**config.mk**
```make
export PLATFORM = sky130hd
export DESIGN_NAME = secded_decoder_engine
export DESIGN_NICKNAME = d
export VERILOG_FILES = /design/src/rtl/secded_decoder_engine.sv
export SDC_FILE = /design/constraint.sdc
export NUM_CORES = 1
export LEC_CHECK = 0
export ABC_AREA = 0
export BUFFER_PORTS_ARGS = -buffer_cell sky130_fd_sc_hd__buf_2
export CAP_MARGIN = 40
export CORE_ASPECT_RATIO = 0.9
export CORE_MARGIN = 4
export CORE_UTILIZATION = 39
export CTS_BUF_LIST = sky130_fd_sc_hd__clkbuf_4
export DETAILED_ROUTE_END_ITERATION = 8
export GPL_TIMING_DRIVEN = 0
export PLACE_DENSITY = 0.68
export SLEW_MARGIN = 25
export SYNTH_ARGS = -nofsm -noshare
export SYNTH_HDL_FRONTEND = slang
export SYNTH_SLANG_ARGS = --single-unit
```
**constraint.sdc**
```tcl
create_clock -name clk -period 2.8 [get_ports clk]
set_input_delay 0 -clock clk [delete_from_list [all_inputs] [get_ports clk]]
set_output_delay 0 -clock clk [all_outputs]
set_load 0.05 [all_outputs]
```
**src/rtl/secded_decoder_engine.sv**
```systemverilog
// Memory-mastering Hamming (11,16) SECDED decoder: reads encoded words, corrects/flags, writes message+status.
// Optional macro SECDED_STATS_EN adds sec_count/ded_count outputs.
module secded_decoder_engine #(
   parameter int NUM_WORDS = 15,
   parameter int SRC_BASE  = 30,
   parameter int DST_BASE  = 0,
   parameter int ADDR_W    = 8
) (
   input  logic              clk,
   input  logic              reset,
   input  logic              start,
   output logic              done,
   output logic [ADDR_W-1:0] mem_addr,
   output logic              mem_rd_en,
   input  logic [7:0]        mem_rd_data,
   output logic              mem_wr_en,
   output logic [7:0]        mem_wr_data
`ifdef SECDED_STATS_EN
   ,
   output logic [7:0]        sec_count,
   output logic [7:0]        ded_count
`endif
);

   localparam int IDX_W = (NUM_WORDS > 1) ? $clog2(NUM_WORDS) : 1;
   localparam logic [IDX_W-1:0]  LAST_IDX = IDX_W'(NUM_WORDS - 1);
   localparam logic [ADDR_W-1:0] SRC_A    = ADDR_W'(SRC_BASE);
   localparam logic [ADDR_W-1:0] DST_A    = ADDR_W'(DST_BASE);

   typedef enum logic [2:0] {IDLE, RD_LO, RD_HI, CAP, DEC, WR_LO, WR_HI, DONE} state_t;

   // Syndrome equals the XOR of the positions of all set bits 1..15.
   function automatic logic [3:0] syndrome_f(input logic [15:0] cw);
      logic [3:0] s;
      s = 4'b0000;
      for (int k = 1; k < 16; k++) begin
         if (cw[k]) s = s ^ 4'(k);
         else       s = s;
      end
      return s;
   endfunction

   function automatic logic parity_f(input logic [15:0] cw);
      return ^cw;
   endfunction

   function automatic logic [10:0] extract_f(input logic [15:0] cw);
      return {cw[15:9], cw[7:5], cw[3]};
   endfunction

   state_t            state_r, state_nxt_s;
   logic [IDX_W-1:0]  idx_r, idx_nxt_s;
   logic [7:0]        lo_r, hi_r;
   logic [10:0]       data_r;
   logic [1:0]        flag_r;
   logic [15:0]       cw_s, fixed_s;
   logic [3:0]        syn_s;
   logic              par_s;
   logic [10:0]       dec_data_s;
   logic [1:0]        dec_flag_s;
   logic [ADDR_W-1:0] ofs_s;
   logic              done_nxt_s, rd_nxt_s, wr_nxt_s;
   logic [ADDR_W-1:0] addr_nxt_s;
   logic [7:0]        wdata_nxt_s;

   // Combinational decode of the captured codeword.
   always_comb begin
      cw_s       = {hi_r, lo_r};
      syn_s      = syndrome_f(cw_s);
      par_s      = parity_f(cw_s);
      fixed_s    = cw_s;
      dec_flag_s = 2'b00;
      if (par_s) begin
         fixed_s    = cw_s ^ (16'h0001 << syn_s);
         dec_flag_s = 2'b01;
      end else if (syn_s != 4'd0) begin
         dec_flag_s = 2'b10;
      end else begin
         dec_flag_s = 2'b00;
      end
      dec_data_s = extract_f(fixed_s);
   end

   // Next-state logic plus next values for the registered memory-side outputs.
   always_comb begin
      state_nxt_s = state_r;
      idx_nxt_s   = idx_r;
      done_nxt_s  = done;
      rd_nxt_s    = 1'b0;
      wr_nxt_s    = 1'b0;
      addr_nxt_s  = {ADDR_W{1'b0}};
      wdata_nxt_s = 8'h00;
      case (state_r)
         IDLE: begin
            if (start) begin
               state_nxt_s = RD_LO;
               idx_nxt_s   = {IDX_W{1'b0}};
               done_nxt_s  = 1'b0;
            end else begin
               state_nxt_s = IDLE;
            end
         end
         RD_LO: state_nxt_s = RD_HI;
         RD_HI: state_nxt_s = CAP;
         CAP:   state_nxt_s = DEC;
         DEC:   state_nxt_s = WR_LO;
         WR_LO: state_nxt_s = WR_HI;
         WR_HI: begin
            if (idx_r == LAST_IDX) begin
               state_nxt_s = DONE;
            end else begin
               state_nxt_s = RD_LO;
               idx_nxt_s   = idx_r + IDX_W'(1);
            end
         end
         DONE:    state_nxt_s = IDLE;
         default: state_nxt_s = IDLE;
      endcase

      // Outputs are registered, so they are derived from the state being entered.
      ofs_s = ADDR_W'({idx_nxt_s, 1'b0});
      case (state_nxt_s)
         RD_LO: begin
            rd_nxt_s   = 1'b1;
            addr_nxt_s = SRC_A + ofs_s;
         end
         RD_HI: begin
            rd_nxt_s   = 1'b1;
            addr_nxt_s = SRC_A + ofs_s + ADDR_W'(1);
         end
         WR_LO: begin
            wr_nxt_s    = 1'b1;
            addr_nxt_s  = DST_A + ofs_s;
            wdata_nxt_s = dec_data_s[7:0];
         end
         WR_HI: begin
            wr_nxt_s    = 1'b1;
            addr_nxt_s  = DST_A + ofs_s + ADDR_W'(1);
            wdata_nxt_s = {flag_r, 3'b000, data_r[10:8]};
         end
         DONE:    done_nxt_s = 1'b1;
         default: done_nxt_s = done_nxt_s;
      endcase
   end

   // State, index and registered outputs.
   always_ff @(posedge clk or posedge reset) begin
      if (reset) begin
         state_r     <= IDLE;
         idx_r       <= {IDX_W{1'b0}};
         done        <= 1'b0;
         mem_rd_en   <= 1'b0;
         mem_wr_en   <= 1'b0;
         mem_addr    <= {ADDR_W{1'b0}};
         mem_wr_data <= 8'h00;
      end else begin
         state_r     <= state_nxt_s;
         idx_r       <= idx_nxt_s;
         done        <= done_nxt_s;
         mem_rd_en   <= rd_nxt_s;
         mem_wr_en   <= wr_nxt_s;
         mem_addr    <= addr_nxt_s;
         mem_wr_data <= wdata_nxt_s;
      end
   end

   // Byte capture (read data lags the strobe by one cycle) and decode result registers.
   always_ff @(posedge clk or posedge reset) begin
      if (reset) begin
         lo_r   <= 8'h00;
         hi_r   <= 8'h00;
         data_r <= 11'd0;
         flag_r <= 2'b00;
      end else begin
         if (state_r == RD_HI) lo_r <= mem_rd_data;
         if (state_r == CAP)   hi_r <= mem_rd_data;
         if (state_r == DEC) begin
            data_r <= dec_data_s;
            flag_r <= dec_flag_s;
         end
      end
   end

`ifdef SECDED_STATS_EN
   // Saturating per-run error statistics.
   always_ff @(posedge clk or posedge reset) begin
      if (reset) begin
         sec_count <= 8'd0;
         ded_count <= 8'd0;
      end else if (state_r == IDLE && start) begin
         sec_count <= 8'd0;
         ded_count <= 8'd0;
      end else if (state_r == DEC) begin
         if (dec_flag_s == 2'b01 && sec_count != 8'hFF) sec_count <= sec_count + 8'd1;
         if (dec_flag_s == 2'b10 && ded_count != 8'hFF) ded_count <= ded_count + 8'd1;
      end
   end
`endif

endmodule

```
==> flow_summary_export.csv, run 1 <==
group,metric,value,unit
timing,fin_crit_sh,85.73,%
critical_path,cp.required,3.06,ns
hold_path,min-delay-path-class,"input port to async pin",
die,fp.dieH,83.00,um
synth,seq_area_frac_synth,46.20,%
synth,post_synth_inst_count,224,
clock_network,cts_resized,0,
die,core-area,6081,um^2
die,die-area,7580,um^2
cells_and_area,layout_nets,284,
critical_path,critPathKind,"flip-flop to flip-flop",
critical_path,end_kind,"flip-flop",
synth,synth-edff-count,0,
die,ioPinCount,30,
place,port_buffers,27,
routing,drtIter0Drc,108,
critical_path,startpoint_type,"flip-flop",
synth,yosysWarningCount,0,
clock_network,insertion_delay,0.37,ns
critical_path,reg2reg_to,"mem_addr[3]",
synth,yosys.cell_types.count,45,
timing,worst_clock_skew,0.01516,ns
routing,dr.pass1.iters,4,
place,dp_hpwl,3.608,mm
grt,via_count_of_the_first_global_routing_pass,1782,
cells_and_area,syn2layout_area_growth,16.58,%
cells_and_area,antenna_cells_inserted,0,
timing,post-route-min-period,2.400,ns
critical_path,crit_path_max_fanout,5,
timing,hold_viol,0,
die,die_width,91.33,um
synth,postSynth.topFlopCell,"sky130_fd_sc_hd__dfrtp_1",
synth,avgSynthCellArea,10.88,um^2
die,row_count,27,
grt,maximum_number_of_pins_on_one_net_before_global_route_repair,32,
timing,final_sum_of_negative_setup_slack,0,ns
clock_network,clock_tree.root_cell,"sky130_fd_sc_hd__clkbuf_4",
timing,timing.slew.headroom,60.43,%
timing,timing.final.max_slew_violations,0,
clock_network,postCtsSetupRepairBufs,0,
clock_network,clock_buffers_created_by_tritoncts,5,
cells_and_area,layout-drive-gt1-share,23.99,%
routing,via_count,1772,
grt,initial_antenna_violation_count,0,
critical_path,crit_arrival,2.66,ns
timing,max_clock_freq,0.4166,GHz
cells_and_area,fin_cells,343,
critical_path,ff2ff_path_depth,9,
critical_path,r2r_setup_slack,0.40,ns
clock_network,htreeDepth,2,
clock_network,cts_hold_buffers,10,
routing,drc_errors,0,
flow_run,drv_cap,0,
die,start_util,40.08,%
critical_path,rr_startpoint,"idx_r[0]",
status,run_status,"finished, final reports clean",
routing,post_drt_via_cell_ratio,5.166,
cells_and_area,fin_util,46.73,%
critical_path,endpoint,"mem_addr[3]",
routing,routed_wire_length_per_instance,13.77,um
routing,route.antenna.remaining_nets,0,
clock_network,cts_num_sinks,45,
synth,synth_async_sr_flop_share,100.0,%
clock_network,clkTransAtPathRegs,0.14,ns
place,gp_weighted_congestion,0.9018,
timing,worst_max_slew_pin_slew,0.5853,ns
critical_path,crit_start,"idx_r[0]",
synth,postSynthRegisterBits,45,
grt,grt.overflow.total,0,
clock_network,cts_tree,"built",
place,placed_cells,325,
synth,post_synth_instance_area,2437,um^2
grt,gr-usage-all-layers,13.18,%
timing,setup_viol,0,
timing,grt_setup_unrepaired,"false",
clock_network,max-clock-path-buffers,2,
routing,wirelength,4.723,mm
grt,grt_pass1_wl,8.176,mm
## flip-flops by register name (all words and copies together), names as in the netlist
name / count
done: 1
state_r: 3
lo_r: 8
mem_rd_en: 1
flag_r: 2
mem_wr_data: 8
hi_r: 8
data_r: 3
mem_wr_en: 1
idx_r: 4
mem_addr: 6
## worst max-delay path, cell delays in order (launching register included)
cell	delay, ns
sky130_fd_sc_hd__dfrtp_1	0.42
sky130_fd_sc_hd__inv_1	0.06
sky130_fd_sc_hd__ha_1	0.23
sky130_fd_sc_hd__and3_1	0.23
sky130_fd_sc_hd__or3_1	0.35
sky130_fd_sc_hd__a21oi_1	0.38
sky130_fd_sc_hd__inv_1	0.12
sky130_fd_sc_hd__ha_1	0.23
sky130_fd_sc_hd__xnor2_1	0.18
sky130_fd_sc_hd__o22ai_1	0.10
## synthesized netlist by cell type (all sizes together) (5+ instances only)
library cell	number	area share (%)
dfrtp	45	46
xor2	21	8.5
xnor2	20	7.5
mux2	16	7.4
inv	11	1.7
o21ai	11	2.3
a21oi	10	2.1
nand2	10	1.5
nor2	9	1.4
o22ai	9	2.3
nor3	8	1.6
nand3	6	1.4
clkbuf	5	0.77
## stage by stage
stage          hold WS (ns)  cell area (um^2)  worst slack [ns]
2_1_floorplan        0.1337              2441            0.7215
3_5_place_dp       -0.01932              2686            0.4700
4_1_cts              0.1137              2841            0.4310
3_3_place_gp         0.2460              2666            0.4958
5_1_grt              0.1286              2841            0.2300
6_report             0.1176              2841            0.3996
## cells in the final DEF (no fill, tap or decap), types with 2 or more instances in the layout
cell,Yosys,final
sky130_fd_sc_hd__dfrtp_1,45,45
sky130_fd_sc_hd__buf_2,1,28
sky130_fd_sc_hd__xnor2_1,19,19
sky130_fd_sc_hd__xor2_1,18,18
sky130_fd_sc_hd__mux2_2,16,16
sky130_fd_sc_hd__a21oi_1,10,10
sky130_fd_sc_hd__inv_1,11,10
sky130_fd_sc_hd__nand2_1,10,10
sky130_fd_sc_hd__dlygate4sd3_1,0,10
sky130_fd_sc_hd__nor2_1,9,9
sky130_fd_sc_hd__o22ai_1,9,9
sky130_fd_sc_hd__nor3_1,8,8
sky130_fd_sc_hd__o21ai_0,7,7
sky130_fd_sc_hd__clkbuf_1,5,5
sky130_fd_sc_hd__nand3_1,5,5
sky130_fd_sc_hd__clkbuf_4,0,5
sky130_fd_sc_hd__and4_1,4,4
sky130_fd_sc_hd__o21ai_1,4,4
sky130_fd_sc_hd__a31oi_1,3,3
sky130_fd_sc_hd__xor2_2,3,3
sky130_fd_sc_hd__o2bb2ai_1,3,3
sky130_fd_sc_hd__ha_1,3,3
sky130_fd_sc_hd__nor2b_1,2,2
sky130_fd_sc_hd__or3b_2,2,2
sky130_fd_sc_hd__nand3b_1,2,2
sky130_fd_sc_hd__mux2i_1,2,2
sky130_fd_sc_hd__nor4_2,2,2
sky130_fd_sc_hd__buf_4,2,2
sky130_fd_sc_hd__conb_1,1,2
## how the worst min path moves through the flow
stage,startpoint,endpoint
3_3_place_gp,mem_rd_data[0],hi_r[0]
4_1_cts,reset,mem_wr_en
3_5_place_dp,reset,mem_wr_en
5_1_grt,reset,mem_wr_en
2_1_floorplan,start,state_r[0]
6_report,reset,mem_wr_en
## cells by family after synthesis
kind of cell | after synthesis | synth area share [%]
adder cells (fa/ha/maj) | 3 | 1.540
flip-flops | 45 | 46.20
XOR/XNOR | 42 | 16.89
AO/OA/AOI/OAI | 44 | 11.50
multiplexers | 18 | 8.213
other | 1 | 0.1539
AND/OR/NAND/NOR | 51 | 12.06
buffers and inverters | 20 | 3.439
## layer usage
layer / GRT usage, % / part of all wire [%] / up-vias
li1: - / - / 880
met1: 17.91 / 49 / 838
met2: 20.92 / 44 / 45
met3: 3.261 / 5.4 / 9
met4: 3.699 / 1.4 / 0
met5: 0 / 0 / -
## cell type report
class / instances / area, um^2
fillers: 590 / 3239
plain buffers: 9 / 42.54
inverters: 11 / 41.29
repair buffers: 38 / 255.2
clock inverters: 3 / 17.52
clock buffers: 5 / 37.54
well taps: 72 / 90.09
flip-flops and latches: 45 / 1126
multi-input cells: 160 / 1231
Power of run 1 is not shown: default switching activity piles up to over one toggle a cycle in this logic, so the estimate is an artifact.
==> inputs of run 2 (changes only) <==
- CORE_UTILIZATION: 39 -> 35
- PLACE_DENSITY: 0.68 -> 0.64
==> run 2 against run 1 <==
Utilization is 3.3 points lower. Cell count is 5.2% higher. Critical path type unchanged. Sequential share of layout area is 0.70 points lower.
==> flow_summary_export.csv, run 2 (synthesis gave the netlist of run 1 again) <==
group,metric,value,unit
status,run_status,"finished, final reports clean",
routing,routed_wire_length_per_instance,13.35,um
cells_and_area,layout-drive-gt1-share,24.35,%
critical_path,ff2ff_path_depth,9,
timing,final_sum_of_negative_setup_slack,0,ns
timing,hold_viol,0,
clock_network,cts_resized,0,
place,dp_hpwl,3.724,mm
grt,initial_antenna_violation_count,0,
cells_and_area,fill_cells,654,
die,fp.dieH,87.17,um
timing,max_clock_freq,0.4254,GHz
clock_network,clock_buffers_created_by_tritoncts,5,
clock_network,insertion_delay,0.36,ns
timing,post-route-min-period,2.351,ns
cells_and_area,multi_input_area,1231,um^2
clock_network,clkTransAtPathRegs,0.15,ns
routing,route.antenna.remaining_nets,0,
die,start_util,36.62,%
routing,wirelength,4.821,mm
die,ioPinCount,30,
die,row_count,28,
clock_network,cts_num_sinks,45,
grt,maximum_number_of_pins_on_one_net_before_global_route_repair,28,
critical_path,crit_path_max_fanout,5,
cells_and_area,mostFrequentLayoutCells,"sky130_fd_sc_hd__dfrtp_1, sky130_fd_sc_hd__buf_2, sky130_fd_sc_hd__xnor2_1",
die,core-area,6656,um^2
die,die_width,95.97,um
timing,setup_viol,0,
die,die-area,8365,um^2
critical_path,r2r_setup_slack,0.45,ns
critical_path,reg2reg_to,"mem_addr[3]",
clock_network,htreeDepth,2,
timing,timing.final.max_slew_violations,0,
critical_path,startpoint_type,"flip-flop",
routing,dr.pass1.iters,6,
timing,worst_clock_skew,0.03202,ns
routing,drc_errors,0,
place,gp_weighted_congestion,0.8283,
timing,worst_max_slew_pin_slew,0.5869,ns
timing,fin_crit_sh,83.95,%
critical_path,cp.required,3.06,ns
cells_and_area,syn2layout_area_growth,18.69,%
clock_network,postCtsSetupRepairBufs,0,
grt,via_count_of_the_first_global_routing_pass,1655,
grt,grt_pass1_wl,8.183,mm
timing,timing.slew.headroom,60.59,%
place,port_buffers,27,
grt,gr-usage-all-layers,12.62,%
clock_network,cts_hold_buffers,10,
routing,post_drt_via_cell_ratio,4.889,
cells_and_area,largest_registers,"hi_r: 8 flops, lo_r: 8 flops, mem_wr_data: 8 flops",
hold_path,min-delay-path-class,"input port to async pin",
critical_path,end_kind,"flip-flop",
cells_and_area,antenna_cells_inserted,0,
routing,drtIter0Drc,106,
timing,grt_setup_unrepaired,"false",
flow_run,drv_cap,0,
cells_and_area,final_common_cell,"sky130_fd_sc_hd__dfrtp_1",
routing,via_count,1765,
cells_and_area,register_area,1126,um^2
critical_path,critPathKind,"flip-flop to flip-flop",
critical_path,crit_arrival,2.61,ns
clock_network,cts_tree,"built",
cells_and_area,layout_nets,284,
critical_path,rr_startpoint,"idx_r[0]",
clock_network,clock_tree.root_cell,"sky130_fd_sc_hd__clkbuf_4",
clock_network,max-clock-path-buffers,2,
grt,grt.overflow.total,0,
[run 2: worst max-delay path by stage]
stage / startpoint / endpoint / slack (ns) / depth (start not counted)
global route: idx_r[0] / mem_addr[3] / 0.24 / 9
floorplan: idx_r[0] / mem_addr[3] / 0.72 / 9
detailed placement: idx_r[0] / mem_addr[3] / 0.49 / 9
global placement: idx_r[0] / mem_addr[3] / 0.50 / 9
finish: idx_r[0] / mem_addr[3] / 0.45 / 9
CTS: idx_r[0] / mem_addr[3] / 0.46 / 9
[run 2: area by class of cell]
class / count / area share [%]
clock buffer: 6 / 1.557
multi-input combinational: 160 / 42.56
buffer: 9 / 1.471
inverter: 11 / 1.427
timing repair buffer: 38 / 8.824
sequential: 45 / 38.93
tap: 90 / 3.893
clock inverter: 2 / 1.341
[run 2: critical path: stages, from the launching register on]
cell                      delay [ns]
sky130_fd_sc_hd__dfrtp_1        0.44
sky130_fd_sc_hd__inv_1          0.06
sky130_fd_sc_hd__ha_1           0.23
sky130_fd_sc_hd__and3_1         0.23
sky130_fd_sc_hd__or3_1          0.35
sky130_fd_sc_hd__a21oi_1        0.35
sky130_fd_sc_hd__inv_1          0.11
sky130_fd_sc_hd__ha_1           0.22
sky130_fd_sc_hd__xnor2_1        0.15
sky130_fd_sc_hd__o22ai_1        0.10
[run 2: routing by layer]
layer	vias up	GRT usage, %	share of wire [%]
met5	-	0	0
met4	0	2.972	1.2
met3	8	3.111	5.5
met2	52	17.23	40
met1	817	19.78	53
li1	888	-	-
[run 2: through the flow]
step	hold slack (ns)	util (%)	setup slack, ns	cells	cell area (um^2)
3_3_place_gp	0.2471	40.39	0.5007	342	2689
4_1_cts	0.1579	43.46	0.4640	361	2893
3_5_place_dp	0.01906	40.70	0.4915	343	2709
5_1_grt	0.1718	43.46	0.2375	361	2893
2_1_floorplan	0.1337	-	0.7215	225	2441
6_report	0.1448	43.46	0.4494	361	2893
Power of run 2 is left out for the same reason.
==> inputs of run 3 (changes only) <==
- clock period: 2.8 -> 2.4 ns (I/O delays scaled with it)
==> run 3 against run 2 <==
Wire length is 0.75% higher. Worst hold slack worse by 0.0048 ns. Register-to-register slack worse by 0.29 ns. Sequential cell count stayed put. Global-route usage stayed put. Clock skew is 0.0040 ns higher. Critical path depth stayed put. Cell count stayed put. Via count is 1.1% lower. Critical endpoint unchanged. Largest cell class unchanged.
==> flow_summary_export.csv, run 3 (synthesis gave the netlist of run 1 again) <==
group,metric,value,unit
status,run_status,"finished, final reports clean",
cells_and_area,final_common_cell,"sky130_fd_sc_hd__dfrtp_1",
place,post_place_setup_slack,0.09146,ns
critical_path,cp_top_family,"simple AND/OR/NAND/NOR gates",
routing,post_drt_via_cell_ratio,4.837,
routing,drc_errors,0,
critical_path,crit_start,"idx_r[0]",
cells_and_area,layout_nets,284,
critical_path,critPathKind,"flip-flop to flip-flop",
timing,hold_viol,0,
cells_and_area,fin_cells,361,
grt,via_count_of_the_first_global_routing_pass,1655,
timing,worst_clock_skew,0.03601,ns
critical_path,crit_chain,"inv_1, ha_1, and3_1, or3_1, a21oi_2, inv_1, ha_1, xnor2_1, o22ai_1",
critical_path,crit_arrival,2.51,ns
clock_network,max-clock-path-buffers,2,
critical_path,crit_path_max_fanout,5,
routing,routed_wire_length_per_instance,13.45,um
place,gp_weighted_congestion,0.8283,
timing,worst_max_slew_pin_slew,0.7661,ns
critical_path,end_kind,"flip-flop",
critical_path,rr_startpoint,"idx_r[0]",
routing,wirelength,4.857,mm
grt,maximum_number_of_pins_on_one_net_before_global_route_repair,28,
grt,initial_antenna_violation_count,0,
timing,timing.final.max_slew_violations,0,
die,ioPinCount,30,
die,row_count,28,
clock_network,clock_buffers_created_by_tritoncts,5,
grt,gr-usage-all-layers,12.62,%
timing,worst_hold_slack,0.1400,ns
timing,max_clock_freq,0.4460,GHz
timing,post-route-min-period,2.242,ns
timing,fin_crit_sh,93.42,%
routing,route.antenna.remaining_nets,0,
timing,final.setup.worst_slack,0.1579,ns
timing,setup_viol,0,
critical_path,critPathMaxStageDelay,0.44,ns
flow_run,drv_cap,0,
place,port_buffers,27,
cells_and_area,final_design_area_no_fill,2908,um^2
hold_path,min-delay-path-class,"input port to async pin",
clock_network,cts_tree,"built",
clock_network,insertion_delay,0.37,ns
routing,via_count,1746,
place,dpl-instance-area,2709,um^2
cells_and_area,layout-drive-gt1-share,25.46,%
clock_network,clock_tree.root_cell,"sky130_fd_sc_hd__clkbuf_4",
critical_path,critPathBufInv,2,
clock_network,htreeDepth,2,
clock_network,cts_num_sinks,45,
grt,grt_pass1_wl,8.183,mm
critical_path,cpMaxStageDelayCell,"sky130_fd_sc_hd__dfrtp_1",
critical_path,ff2ff_path_depth,9,
place,placed_cells,343,
critical_path,cp.required,2.67,ns
die,die_width,95.97,um
die,fp.dieH,87.17,um
routing,drtIter0Drc,127,
cells_and_area,antenna_cells_inserted,0,
place,dp_hpwl,3.724,mm
timing,timing.slew.headroom,48.21,%
cells_and_area,syn2layout_area_growth,19.30,%
grt,grt.overflow.total,0,
cells_and_area,mostFrequentLayoutCells,"sky130_fd_sc_hd__dfrtp_1, sky130_fd_sc_hd__buf_2, sky130_fd_sc_hd__xnor2_1",
critical_path,worst-path-stages,9,
clock_network,clkTransAtPathRegs,0.16,ns
die,start_util,36.62,%
cells_and_area,largest_registers,"hi_r: 8 flops, lo_r: 8 flops, mem_wr_data: 8 flops",
die,core-area,6656,um^2
die,die-area,8365,um^2
critical_path,startpoint_type,"flip-flop",
routing,dr.pass1.iters,5,
run 3: area by class of cell:
type / count / area [um^2]
fillers: 658 / 3749
multi-input cells: 160 / 1246
flip-flops and latches: 45 / 1126
repair buffers: 38 / 255.2
well taps: 90 / 112.6
clock buffers: 6 / 45.04
plain buffers: 9 / 42.54
inverters: 11 / 41.29
clock inverters: 2 / 38.79
run 3: tightest hold or removal path, stage by stage:
cell,delay [ns]
sky130_fd_sc_hd__dlygate4sd3_1,0.53
sky130_fd_sc_hd__buf_2,0.12
sky130_fd_sc_hd__inv_2,0.31
run 3: repair_timing:
action | in CTS | in global routing
hold buffers | 10 | 0
resized for setup | 0 | 3
endpoints found under the hold margin | 62 | 0
setup endpoints to repair | 0 | 4
setup buffers | 0 | 0
run 3: layer usage:
metal  track usage, %  vias up  routed length (um)
met5                0        -                   0
li1                 -      887                   -
met2            17.23       41                1992
met3            3.111        4                 233
met1            19.78      814                2580
met4            2.972        0                  51
run 3: through the flow:
stage	setup TNS [ns]	utilization [%]
after detailed placement	0	40.70
after CTS	0	43.46
final	0	43.68
after global placement	0	40.39
after global routing	-0.01023	43.68
after floorplan	0	-
run 3: path summary, 6_finish.rpt:
check,slack (ns),to
min in group clk,0.41,hi_r[4]
max reg2reg,0.16,mem_addr[3]
min,0.14,mem_wr_en
min reg2reg,0.48,flag_r[1]
max in group asynchronous,1.74,lo_r[5]
max,0.16,mem_addr[3]
Power of run 3 is left out for the same reason.
